**config.mk**
```make
export PLATFORM = sky130hd
export DESIGN_NAME = bowling_throw_entry
export DESIGN_NICKNAME = d
export VERILOG_FILES = /design/src/rtl/bowling_pkg.sv /design/src/rtl/bowling_throw_entry_debounce.sv /design/src/rtl/bowling_throw_entry.sv
export SDC_FILE = /design/constraint.sdc
export NUM_CORES = 1
export LEC_CHECK = 0
export ABC_AREA = 1
export BUFFER_PORTS_ARGS = -buffer_cell sky130_fd_sc_hd__buf_2
export CORE_UTILIZATION = 25
export DETAILED_ROUTE_END_ITERATION = 16
export PLACE_DENSITY = 0.44
export SLEW_MARGIN = 10
export SYNTH_ARGS = -nofsm -noshare
export SYNTH_HDL_FRONTEND = slang
export SYNTH_SLANG_ARGS = --single-unit
```
**constraint.sdc**
```tcl
create_clock -name clk -period 1.9 [get_ports clk]
set_clock_uncertainty 0.1 [all_clocks]
set_input_delay 0 -clock clk [delete_from_list [all_inputs] [get_ports clk]]
set_output_delay 0 -clock clk [all_outputs]
set_load 0.02 [all_outputs]
```
**src/rtl/bowling_pkg.sv**
```systemverilog
// rtl/bowling_pkg.sv - shared constants and throw-entry state encoding
package bowling_pkg;

  localparam logic [3:0] PINS_MAX   = 4'd10;
  localparam logic [3:0] FRAME_LAST = 4'd9;

  typedef enum logic [2:0] {
    BALL1    = 3'd0,
    BALL2    = 3'd1,
    BONUS1   = 3'd2,
    BONUS2   = 3'd3,
    FINISHED = 3'd4
  } throw_state_t;

endpackage

```
**src/rtl/bowling_throw_entry_debounce.sv**
```systemverilog
// rtl/bowling_throw_entry_debounce.sv - button synchronizer, debouncer, arm flag and press edge detector
module btn_debounce #(
  parameter int DEBOUNCE_CYCLES = 4
) (
  input  logic clk,
  input  logic reset,
  input  logic btn,
  output logic press
);

  localparam int CW = (DEBOUNCE_CYCLES < 2) ? 1 : $clog2(DEBOUNCE_CYCLES);
  localparam logic [CW-1:0] CNT_LAST = CW'(DEBOUNCE_CYCLES - 1);

  logic          sync1_q, sync1_d;
  logic          sync2_q, sync2_d;
  logic          level_q, level_d;
  logic          level_prev_q, level_prev_d;
  logic          armed_q, armed_d;
  logic [CW-1:0] cnt_q, cnt_d;
  logic [CW-1:0] arm_cnt_q, arm_cnt_d;

  always_comb begin
    sync1_d      = btn;
    sync2_d      = sync1_q;
    level_prev_d = level_q;
    level_d      = level_q;
    cnt_d        = '0;
    armed_d      = armed_q;
    arm_cnt_d    = '0;

    if (sync2_q != level_q) begin
      if (cnt_q == CNT_LAST) begin
        level_d = sync2_q;
      end else begin
        cnt_d = cnt_q + CW'(1);
      end
    end

    // Arming needs a confirmed low on the raw synchronized input, so a
    // button held through reset cannot arm off the reset value of level_q.
    if (!armed_q && !level_q && !sync2_q) begin
      if (arm_cnt_q == CNT_LAST) begin
        armed_d = 1'b1;
      end else begin
        arm_cnt_d = arm_cnt_q + CW'(1);
      end
    end
  end

  assign press = armed_q && level_q && !level_prev_q;

  always_ff @(posedge clk) begin
    if (reset) begin
      sync1_q      <= 1'b0;
      sync2_q      <= 1'b0;
      level_q      <= 1'b0;
      level_prev_q <= 1'b0;
      armed_q      <= 1'b0;
      cnt_q        <= '0;
      arm_cnt_q    <= '0;
    end else begin
      sync1_q      <= sync1_d;
      sync2_q      <= sync2_d;
      level_q      <= level_d;
      level_prev_q <= level_prev_d;
      armed_q      <= armed_d;
      cnt_q        <= cnt_d;
      arm_cnt_q    <= arm_cnt_d;
    end
  end

endmodule

```
**src/rtl/bowling_throw_entry.sv**
```systemverilog
// rtl/bowling_throw_entry.sv - validates debounced throws and tracks frame/ball position
module bowling_throw_entry
  import bowling_pkg::*;
#(
  parameter int DEBOUNCE_CYCLES = 4
) (
  input  logic       clk,
  input  logic       reset,
  input  logic       btn,
  input  logic [3:0] sw_pins,
  input  logic       game_done,
  output logic       upd,
  output logic [3:0] N,
  output logic       LF,
  output logic       err,
  output logic [3:0] frame_idx,
  output logic [1:0] ball_idx,
  output logic [3:0] pins_left,
  output logic       finished
);

  logic         press;
  logic [3:0]   sw_sync1_q, sw_sync1_d;
  logic [3:0]   sw_sync2_q, sw_sync2_d;
  throw_state_t state_q, state_d;
  logic [3:0]   frame_q, frame_d;
  logic [3:0]   pins_left_q, pins_left_d;
  logic         upd_q, upd_d;
  logic [3:0]   n_q, n_d;
  logic         err_q, err_d;
  logic         live;
  logic [3:0]   remain;

  btn_debounce #(
    .DEBOUNCE_CYCLES(DEBOUNCE_CYCLES)
  ) u_debounce (
    .clk  (clk),
    .reset(reset),
    .btn  (btn),
    .press(press)
  );

  // Pin switches share the button's synchronizer depth so N lines up with press.
  assign live   = press && (state_q != FINISHED) && !game_done;
  assign remain = pins_left_q - sw_sync2_q;

  always_comb begin
    sw_sync1_d  = sw_pins;
    sw_sync2_d  = sw_sync1_q;
    state_d     = state_q;
    frame_d     = frame_q;
    pins_left_d = pins_left_q;
    upd_d       = 1'b0;
    n_d         = 4'd0;
    err_d       = 1'b0;

    if (live) begin
      if (sw_sync2_q > pins_left_q) begin
        err_d = 1'b1;
      end else begin
        upd_d = 1'b1;
        n_d   = sw_sync2_q;
        unique case (state_q)
          BALL1: begin
            if (sw_sync2_q == PINS_MAX) begin
              pins_left_d = PINS_MAX;
              if (frame_q == FRAME_LAST) begin
                state_d = BONUS1;
              end else begin
                frame_d = frame_q + 4'd1;
              end
            end else begin
              pins_left_d = remain;
              state_d     = BALL2;
            end
          end
          BALL2: begin
            if (frame_q != FRAME_LAST) begin
              frame_d     = frame_q + 4'd1;
              pins_left_d = PINS_MAX;
              state_d     = BALL1;
            end else if (sw_sync2_q == pins_left_q) begin
              pins_left_d = PINS_MAX;
              state_d     = BONUS2;
            end else begin
              pins_left_d = remain;
              state_d     = FINISHED;
            end
          end
          BONUS1: begin
            pins_left_d = (sw_sync2_q == PINS_MAX) ? PINS_MAX : remain;
            state_d     = BONUS2;
          end
          BONUS2: begin
            pins_left_d = remain;
            state_d     = FINISHED;
          end
          default: begin
            state_d = FINISHED;
          end
        endcase
      end
    end
  end

  always_comb begin
    ball_idx = 2'd0;
    unique case (state_q)
      BALL1:    ball_idx = 2'd0;
      BALL2:    ball_idx = 2'd1;
      BONUS1:   ball_idx = 2'd1;
      BONUS2:   ball_idx = 2'd2;
      default:  ball_idx = 2'd2;
    endcase
  end

  assign upd       = upd_q;
  assign N         = n_q;
  assign err       = err_q;
  assign frame_idx = frame_q;
  assign pins_left = pins_left_q;
  assign LF        = (frame_q == FRAME_LAST);
  assign finished  = (state_q == FINISHED);

  always_ff @(posedge clk) begin
    if (reset) begin
      sw_sync1_q  <= 4'd0;
      sw_sync2_q  <= 4'd0;
      state_q     <= BALL1;
      frame_q     <= 4'd0;
      pins_left_q <= PINS_MAX;
      upd_q       <= 1'b0;
      n_q         <= 4'd0;
      err_q       <= 1'b0;
    end else begin
      sw_sync1_q  <= sw_sync1_d;
      sw_sync2_q  <= sw_sync2_d;
      state_q     <= state_d;
      frame_q     <= frame_d;
      pins_left_q <= pins_left_d;
      upd_q       <= upd_d;
      n_q         <= n_d;
      err_q       <= err_d;
    end
  end

endmodule

```
=== Yosys cells after proc, flatten, opt, wreduce, memory -nomap -nowiden ===
Index checks and enable logic that the tools add are counted.
Widths: inputs -> output; s select.

* $add $sub $neg: 4
* Magnitude comparators: 1
* Equality and inequality tests: 16
* Multiplexer cells: 16
* Bitwise operators: 4
* Reductions and logical operators: 25

{| class="wikitable"
|+ Operators with widths
! operator !! number
|-
| $mux 4 || 6
|-
| $mux 3 || 4
|-
| $pmux 4 s3 || 1
|-
| $pmux 3 s3 || 1
|-
| $reduce_or 3->1 || 3
|-
| $eq 4x4->1 const B || 2
|-
| $pmux 4 s2 || 1
|-
| $eq 3x2->1 const B || 2
|-
| $logic_and 1x1->1 || 6
|-
| $ne 2x2->1 const B || 3
|-
| $ne 3x3->1 const B || 2
|-
| $reduce_and 3->1 || 2
|-
| $reduce_and 6->1 || 1
|-
| $reduce_or 2->1 || 3
|-
| $logic_not 1->1 || 5
|-
| $add 2x1->2 const B || 2
|-
| $add 4x1->4 const B || 1
|-
| $eq 2x2->1 const B || 2
|-
| $eq 4x4->1 || 1
|-
| $gt 4x4->1 || 1
|-
| $ne 4x4->1 const B || 1
|-
| $not 1->1 || 4
|-
| $pmux 2 s2 || 1
|-
| $reduce_and 2->1 || 2
|-
| 8 further kinds || 9
|}

* Register bits: 34
* Output and inout bits: 18
* Word-level logic and storage cells: 81

=== Depth between registers and ports, before layout ===
Gate-level depths: netlist of the first run.

* Depth in word-level cells: 6
* Mapped depth: 12
* Gate-level depth less buffers: 12

=== Hierarchy ===
From an unflattened synthesis of the first run, not the netlist that was laid out.

* Cell total of the unflattened synthesis: 228
* Area, all modules: 1,627.8 µm²

{| class="wikitable"
|+ By module, submodules not included
! module !! instances !! cells an instance !! area an instance (µm²) !! sequential area each (µm²)
|-
| bowling_throw_entry || 1 || 187 || 1,300.0 || 500.5
|-
| btn_debounce || 1 || 41 || 327.8 || 180.2
|}

=== Worst setup path before layout of the first run ===
Ideal clock, no wire load.

* Path kind: flip-flop to flip-flop
* Start point: reg pins_left_q[0], in the netlist pins_left[0]
* End point: reg pins_left_q[3], in the netlist pins_left[3]
* Arrival: 1.769 ns
* Data required time: 1.685 ns
* Slack: -0.084 ns
* Stages on the path, launching flop included: 12
* Buffers on the path: 0
* Clock period less this slack: 1.984 ns
* Path through: dfxtp_1 > inv_1 > ha_1 > fa_1 > inv_1 > nand2_1 > nand2_1 > nand2_1 > nor2_4 > nand2_4 > a21oi_1 > nand2_1

* Word-level cells in the longest chain between the ends: 4

{| class="wikitable"
|+ Ends and longest elaborated chain
! item !! RTL line !! RTL
|-
| start, declared || bowling_throw_entry.sv:27 || <nowiki>logic [3:0] pins_left_q, pins_left_d;</nowiki>
|-
| start signal, assigned || bowling_throw_entry.sv:140 || <nowiki>pins_left_q <= pins_left_d;</nowiki>
|-
| $sub 4x4->4 / $eq 4x4->1 (equally long branches) || bowling_throw_entry.sv:45, bowling_throw_entry.sv:82 ||
|-
| $mux 4 || bowling_throw_entry.sv:82 || <nowiki>end else if (sw_sync2_q == pins_left_q) begin</nowiki>
|-
| $mux 4 || bowling_throw_entry.sv:78 || <nowiki>if (frame_q != FRAME_LAST) begin</nowiki>
|-
| $pmux 4 s3 || bowling_throw_entry.sv:63 || <nowiki>unique case (state_q)</nowiki>
|}

Several ways; a longest one is shown, not always the timed one.
A chain may end at the register's enable or synchronous reset.

=== Final worst setup path of the first run ===
Ends and elaborated chain as after synthesis.

==> results of run 1 <==
path summary, 6_finish.rpt:
kind	cells after the start	slack, ps	end
setup / recovery	11	40	pins_left[3]$_SDFFE_PP1P_
hold / removal	6	30	err$_SDFF_PP0_
setup reg to reg	11	40	pins_left[3]$_SDFFE_PP1P_
hold reg to reg	2	300	sw_sync2_q[3]$_SDFF_PP0_
tightest hold or removal path: stages:
cell and delay [ps]:
buf_2 90, inv_1 40, nand2_1 50, nor2_1 40
nand2_2 70, nor3_1 60
cell usage after synthesis, drive strengths merged:
library cell / count
inv: 38
fa: 1
a21oi: 14
nand4: 2
ha: 8
nand2: 56
nor2: 45
clkbuf: 2
xnor2: 3
or2: 1
nor3: 2
xor2: 1
nand3: 13
dfxtp: 34
o21ai: 1
nand3b: 1
through the flow:
step / instance area [um^2] / TNS, ps / cells / util (%) / power [mW]
floorplan: 1578 / 0 / 222 / - / 0.8053
global placement: 1804 / -4.490 / 322 / 30.12 / 0.8260
detailed placement: 1804 / -2.333 / 322 / 30.12 / 0.8267
CTS: 1969 / 0 / 334 / 32.87 / 1.528
global route: 2021 / -235.1 / 335 / 33.73 / 1.571
finish: 2021 / 0 / 335 / 33.73 / 1.498
per-layer routing:
metal | track usage [%] | vias up
met2 | 18.75 | 21
li1 | - | 744
met1 | 13.61 | 600
met5 | 0 | -
met4 | 5.893 | 0
met3 | 3.333 | 6
area by class of cell:
cell class              count  area (um^2)
clock buffers               6        82.58
inverters                  38        142.6
well taps                  75        93.84
clock inverters             1        30.03
fillers                   641         3970
multi-input cells         148        792.0
flip-flops and latches     34        681.9
repair buffers             33        197.7
kinds of logic (layout without fill, tap and decap cells):
group / Yosys count / count (layout) / synth area share [%]
AO/OA/AOI/OAI: 15 / 15 / 4.762
AND/OR/NAND/NOR: 120 / 120 / 32.70
buffers and inverters: 40 / 78 / 9.524
adder cells (fa/ha/maj): 9 / 9 / 7.619
XOR/XNOR: 4 / 4 / 2.223
flip-flops: 34 / 34 / 43.17
state kept, by name (all words and copies together) (netlist names):
signal	cells
u_debounce.cnt_q	2
upd	1
u_debounce.armed_q	1
u_debounce.level_prev_d	1
u_debounce.sync2_q	1
err	1
pins_left	4
state_q	3
frame_idx	4
u_debounce.level_prev_q	1
u_debounce.arm_cnt_q	2
u_debounce.sync1_q	1
sw_sync1_q	4
sw_sync2_q	4
N	4
timing repair:
| item | in CTS | in global routing |
|---|---|---|
| pin swaps | 2 | 11 |
| resized for setup | 1 | 13 |
| hold buffers | 5 | 0 |
| setup endpoints to repair | 3 | 16 |
| cloned | 0 | 0 |
| buffers inserted | 0 | 1 |
| endpoints found under the hold margin | 5 | 0 |
power groups by stage:
stage                     Combinational [mW]  Sequential (mW)  Clock, mW
final                                 0.0831            0.738      0.677
after global routing                  0.0979            0.740      0.734
after CTS                             0.0805            0.738      0.710
after detailed placement              0.0726            0.754          0
after global placement                0.0720            0.754          0
after floorplan                       0.0530            0.752          0
==> results list, run 1 <==
- After synthesis, the netlist uses 21 different library cells.
- Share of the clock period used by the worst path after layout: 97.64%
- Initial detailed-routing violation count: 44
- The worst path needs 1855 ps of the cycle, external delays included.
- Final setup violating endpoints: 0
- Worst Setup Slack post-DPL: -2.333 ps
- The critical path starts at pins_left[0]$_SDFFE_PP0P_.
- Once detail routing completed, the nets flagged for antenna violations numbered 0.
- VDD sags by at most 0.3926 mV.
- CP required: 1980 ps
- For this design the ratio of total power to cell area is 741.5 nW/um^2.
- Share of total power in sequential cells: 49.3%
- The routed design has 3376 um of wire.
- CORE AREA: 5991 um^2
* Clock latency at the later pin of the worst-skew pair: 280 ps
- # nets final: 277
* Post-Synthesis Cell Area: 1577 um^2
- Based on the critical path, the design can be clocked at up to 0.5390 GHz.
* N_diodes: 0
- Switching part of the total power: 20.79%
- Crit-path max cell delay: 390 ps
* DP HPWL: 2482 um
- In this run the worst path has a maximum fanout of 7.
- Family with the most delay on the worst path: adder cells
* Highest metal layer used by the detailed router: met4
* Pint: 1.187 mW
* Met1 wire length: 1629 um
- Antenna violations before repair: 0
- Global-route wire length before repair: 5616 um
* Pin count of the biggest net entering global routing: 22
- The die covers 6628 um^2.
- Together, buffers and inverters on the worst path number 2.
- Net Count, Synth: 239
- The flow ran to the end, and the final reports show no timing, DRC or antenna violations.
- The min-delay analysis places its worst path in the category primary input to flip-flop.
* Synthesized area per cell: 7.101 um^2
- Clock power frac: 45.2%
* Port-buffer cells: 25
* Number of buffers on the longest clock path: 2
- Setup repair after global routing missed its margin: true
- Leaving out fill and tap cells, the most frequent cell in the layout is nand2_1.
- Fin Hold WS: 25.15 ps
* Placement row count: 28
- P_leak: 0.9963 nW
- Reg2reg start: pins_left[0]$_SDFFE_PP0P_
* Net load switching power: 0.3114 mW
- The clock tree synthesis step divided the H-tree into 2 levels.
- Final routed DRC violation total: 0
* Clock input transition at the sequential cells of the worst setup and hold paths: 70 ps
- Combinational fraction of design power: 5.5%
- TritonCTS built the clock tree.
- Die extent in y: 81.41 um
* Aggregate global routing overflow: 0
- Number of hold-slack violations in the final timing report: 0
- The critical path in this run is classified as flip-flop to flip-flop.
- Data arrives at the worst endpoint at 1930 ps.
- Worst slew slack as a fraction of its limit: 70.29%
* Worst-Margin Slew: 445.6 ps
* Number of vias in the routed layout: 1371
* Startpoint of the tightest hold check path: game_done
- CTS saw 34 sinks.
* Crit end category: flip-flop
- Area leader, netlist: dfxtp_1
- Max-slew violation count: 0
- Synth warnings: 0
- Relative to the synthesized area, the layout overhead comes to 28.17%.
- After detailed routing, the number of vias per cell comes to 4.093.
* Category of the worst setup path launch point: flip-flop
* Synthesized flop and latch total: 34
- Number of cells produced by synthesis: 222
* Number of maximum-capacitance constraint violations: 0
* TritonCTS buffer count: 5
- After layout, the worst setup slack is 44.76 ps.
* Routed length on met2: 1567 um
- Seq/Total Area, Yosys: 43.17%
- Routability-driven placement finished with a final weighted congestion of 0.8189.
- Global routing used 11.49% of the available tracks.
- By area the synthesized netlist is led by dfxtp_1 43%, nand2_1 12%, nor2_1 9.5%, inv_1 8.6%, ha_1 6.3%.
- Most frequent cell on the critical path: nand2_1
- After detailed routing, the average wire length per cell comes to 10.08 um.
- The first detailed-routing pass ran for 4 iterations.
- The die is 81.41 um wide.
- Vias in the first global route: 1265
- Once the floorplan was initialized, standard cells occupied 26.32% of the core.
- Most frequent cells in the layout: 48 x nand2_1, 39 x nor2_1, 34 x inv_1
- After synthesis, the largest area contributor takes up 43.17% of total cell area.
- Worst-path cell chain: inv_2 > ha_4 > fa_2 > inv_2 > nand2_1 > nand2_1 > nand2_2 > nor2_4 > nand2_4 > a21oi_2 > nand2_1
* Fraction of layout cells with a size suffix above 1: 23.08%
* Cell with the largest stage delay on the worst path: fa_2
- Routed wl met3: 110 um
* Total I/O pin count: 26
* Library cell used as clock root buffer: clkbuf_8
Power figures use the tool's default switching activity.
==> run 2: changes to the inputs <==
SYNTH_HIERARCHICAL = 1   (was unset)
==> results list, run 2 <==
* Fraction of layout cells with a size suffix above 1: 21.19% (was 23.08%)
- P_leak: 1.028 nW (was 0.9963 nW)
- CTS tree: built (unchanged)
- The most frequent cell after synthesis is nand2_1 (unchanged).
- The area of the die is 6838 um^2 (was 6628 um^2).
- The initial core utilization is 25.78% (was 26.32%).
- The transition at the pin with the smallest max-transition slack was 330.1 ps (was 445.6 ps).
- The count of maximum capacitance violations was 0 (unchanged).
- Shortest clock period the worst path allows after layout: 1767 ps (was 1855 ps)
* Worst Path Max Fanout: 8 (was 7)
- TritonCTS buffer count: 5 (unchanged)
* Path type of the worst setup path: flip-flop to flip-flop (unchanged)
* Total I/O pin count: 26 (unchanged)
- CP required: 2020 ps (was 1980 ps)
- Library cell used as clock root buffer: clkbuf_8 (unchanged)
- The relative slew slack came to 77.96% (was 70.29%).
- Share of the clock period used by the worst path after layout: 93.02% (was 97.64%)
- The die outline height was 82.69 um (was 81.41 um).
* ANT nets after route: 0 (unchanged)
* # nets final: 285 (was 277)
- Aggregate global routing overflow: 0 (unchanged)
- The compound-cell area share of the yosys netlist came to 6.149% (was 4.762%).
- The initial DRC count came to 32 (was 44).
- The number of optimization iterations in the first detailed-route pass is 4 (unchanged).
* Number of buffers on the longest clock path: 2 (unchanged)
- The combinational family with the most area after synthesis is simple AND/OR/NAND/NOR gates (unchanged).
- Layout Area Growth over Synthesis: 26.90% (was 28.17%)
* Number of standard cells in the layout, taps in and fillers out: 346 (was 335)
* Worst supply voltage drop on vdd: 0.2510 mV (was 0.3926 mV)
* Post-Synthesis Cell Area: 1628 um^2 (was 1577 um^2)
- The clock transition time at the flip-flop clock pins of the worst setup and hold paths was 70 ps (about the same).
- The detailed-route vias per instance is 4.121 (was 4.093).
* Number of vias in the routed layout: 1426 (was 1371)
* Proportion of synthesized area in mux cells: 0% (unchanged)
- The number of failing setup endpoints in the final timing report came to 0 (unchanged).
- The startpoint of the worst register-to-register path is pins_left[0]$_SDFFE_PP0P_ (unchanged).
- The number of max-slew violations in the final report came to 0 (unchanged).
- The share of synthesized flip-flops with an asynchronous set or reset is 0% (unchanged).
* CORE AREA: 6314 um^2 (was 5991 um^2)
* Number of cells produced by synthesis: 228 (was 222)
* Synthesized flop and latch total: 34 (unchanged)
* Port-buffer cells: 25 (unchanged)
* Crit end category: flip-flop (unchanged)
- Area fraction in and, or, nand and nor cells after synthesis: 32.90% (was 32.70%)
- The net count of the mapped netlist came to 245 (was 239).
- Final Core Density: 32.72% (was 33.73%)
- The number of cell rows came to 29 (was 28).
- The number of global-route vias before repair was 1231 (was 1265).
* Global-route wire length before repair: 5623 um (was 5616 um)
- The number of enable flip-flop cells after synthesis is 0 (unchanged).
- Dominant synthesized flop cell: dfxtp_1 (unchanged)
* Cell with the largest stage delay on the worst path: dfxtp_2 (was fa_2)
- The number of unique standard cell types used by synthesis is 24 (was 21).
* Global routing usage summed across all routing layers: 11.23% (was 11.49%)
- The clock network latency to the later pin of the worst-skew pair is 280 ps (about the same).
- Max Freq: 0.5658 GHz (was 0.5390 GHz)
- Portion of synthesized cell area occupied by the leading cell type: 41.81% (was 43.17%)
- RePlAce Congestion: 0.8203 (was 0.8189)
* Area leader, netlist: dfxtp_1 (unchanged)
- The HPWL after detailed placement is 2570 um (was 2482 um).
- Outcome: complete, no violations (unchanged)
- Fin Hold WS: 60.87 ps (was 25.15 ps)
- The power after layout is 1.456 mW (was 1.498 mW).
* Type of the worst min-delay path: primary input to flip-flop (unchanged)
- Startpoint of the tightest hold check path: game_done (unchanged)
* Final routed DRC violation total: 0 (unchanged)
- The antenna cell count came to 0 (unchanged).
- Most frequent cells in the layout: 49 x nand2_1, 44 x nor2_1, 38 x inv_1 (was 48 x nand2_1, 39 x nor2_1, 34 x inv_1).
- Worst-path cell chain: inv_1 > ha_1 > inv_1 > fa_2 > nand2_1 > nand2_1 > nand2_2 > nor2_8 > buf_4 > nand3_1 > a21oi_1 (was inv_2 > ha_4 > fa_2 > inv_2 > nand2_1 > nand2_1 > nand2_2 > nor2_4 > nand2_4 > a21oi_2 > nand2_1)
- The number of cells in the design after placement came to 331 (was 322).
- Crit-path max cell delay: 340 ps (was 390 ps)
- Biggest area contributors in the synthesized netlist: dfxtp_1 42%, nand2_1 12%, nor2_1 10%, inv_1 8.8%, ha_1 6.1% (was dfxtp_1 43%, nand2_1 12%, nor2_1 9.5%, inv_1 8.6%, ha_1 6.3%)
- Deepest level of the CTS H-tree: 2 (unchanged)
* Launch point of the worst path: pins_left[0]$_SDFFE_PP0P_ (unchanged)
- The average cell area after synthesis came to 7.140 um^2 (was 7.101 um^2).
- The detailed-route wire length per cell was 10.07 um (was 10.08 um).
* Drt total wl: 3483 um (was 3376 um)
- Antenna violations before repair: 0 (unchanged)
- The data arrival time at the worst-slack endpoint came to 1890 ps (was 1930 ps).
- The portion of the post-synthesis area used by sequential elements was 41.81% (was 43.17%).
- Pin count of the biggest net entering global routing: 17 (was 22)
* Most instantiated cells after synthesis: 51 x nand2_1, 45 x nor2_1, 38 x inv_1 (was 51 x nand2_1, 40 x nor2_1, 36 x inv_1)
* Number of hold-slack violations in the final timing report: 0 (unchanged)
- Area share of xor/xnor cells in the synthesized design: 1.614% (was 2.222%)
- Number of clock sinks: 34 (unchanged)
- Horizontal extent of the die: 82.69 um (was 81.41 um)
* Post-Synth Adder-Cell Area: 7.379% (was 7.619%)
* Ratio of total power to cell area: 704.8 nW/um^2 (was 741.5 nW/um^2)
* Commonest non-fill, non-tap cell in the layout: nand2_1 (unchanged)
* Synth warnings: 6 (was 0)
- Category of the worst setup path launch point: flip-flop (unchanged)
==> run 2: kinds of logic after synthesis <==
logic type	count (synthesis)
flops	34
simple gates	123
buf+inv	42
fa+ha+maj	9
compound gates	17
xor+xnor	3
==> run 2: final cells by class <==
class	count	area [um^2]
clock buffer	8	110.1
fill	720	4248
inverter	39	146.4
multi-input combinational	152	808.3
sequential	34	681.9
tap	77	96.34
timing repair buffer	36	222.7
==> run 2: power by group <==
group          internal, mW  switching (mW)
combinational        0.0384          0.0482
clock                 0.366           0.266
sequential            0.730         0.00733
total                  1.13           0.321
==> run 2: metal layers <==
metal / up-vias / wire [um] / global-route usage [%]
li1: 771 / - / -
met5: - / 0 / 0
met2: 20 / 1544 / 17.70
met4: 0 / 46 / 4.655
met3: 4 / 151 / 3.297
met1: 631 / 1741 / 14.21
==> run 2: critical path, delay by kind of cell (launching register included) <==
family	cells	cell delay, ps
flip-flops	1	340
AND/OR/NAND/NOR	5	470
buffers and inverters	3	260
adder cells (fa/ha/maj)	2	390
AO/OA/AOI/OAI	1	140
==> run 2: what timing repair did <==
action | 4_1_cts | 5_1_grt
setup buffers | 0 | 1
pin swaps | 0 | 1
hold buffers | 6 | 0
setup endpoints to repair | 3 | 16
endpoints found under the hold margin | 9 | 0
resized for setup | 2 | 7
==> run 2: final timing paths <==
| check | to | slack (ps) | cells past startpoint |
|---|---|---|---|
| hold / removal | err$_SDFF_PP0_ | 60 | 6 |
| hold reg to reg | sw_sync2_q[1]$_SDFF_PP0_ | 300 | 2 |
| setup / recovery | frame_idx[2]$_SDFFE_PP0P_ | 130 | 11 |
| setup reg to reg | frame_idx[2]$_SDFFE_PP0P_ | 130 | 11 |
==> run 2: through the flow <==
stage / instance area (um^2) / setup TNS, ps / worst slack (ps)
floorplan: 1628 / 0 / 76.58
global placement: 1861 / -41.30 / -41.30
detailed placement: 1861 / -82.48 / -82.48
CTS: 2038 / 0 / 17.38
global route: 2066 / -6.493 / -6.493
finish: 2066 / 0 / 132.6
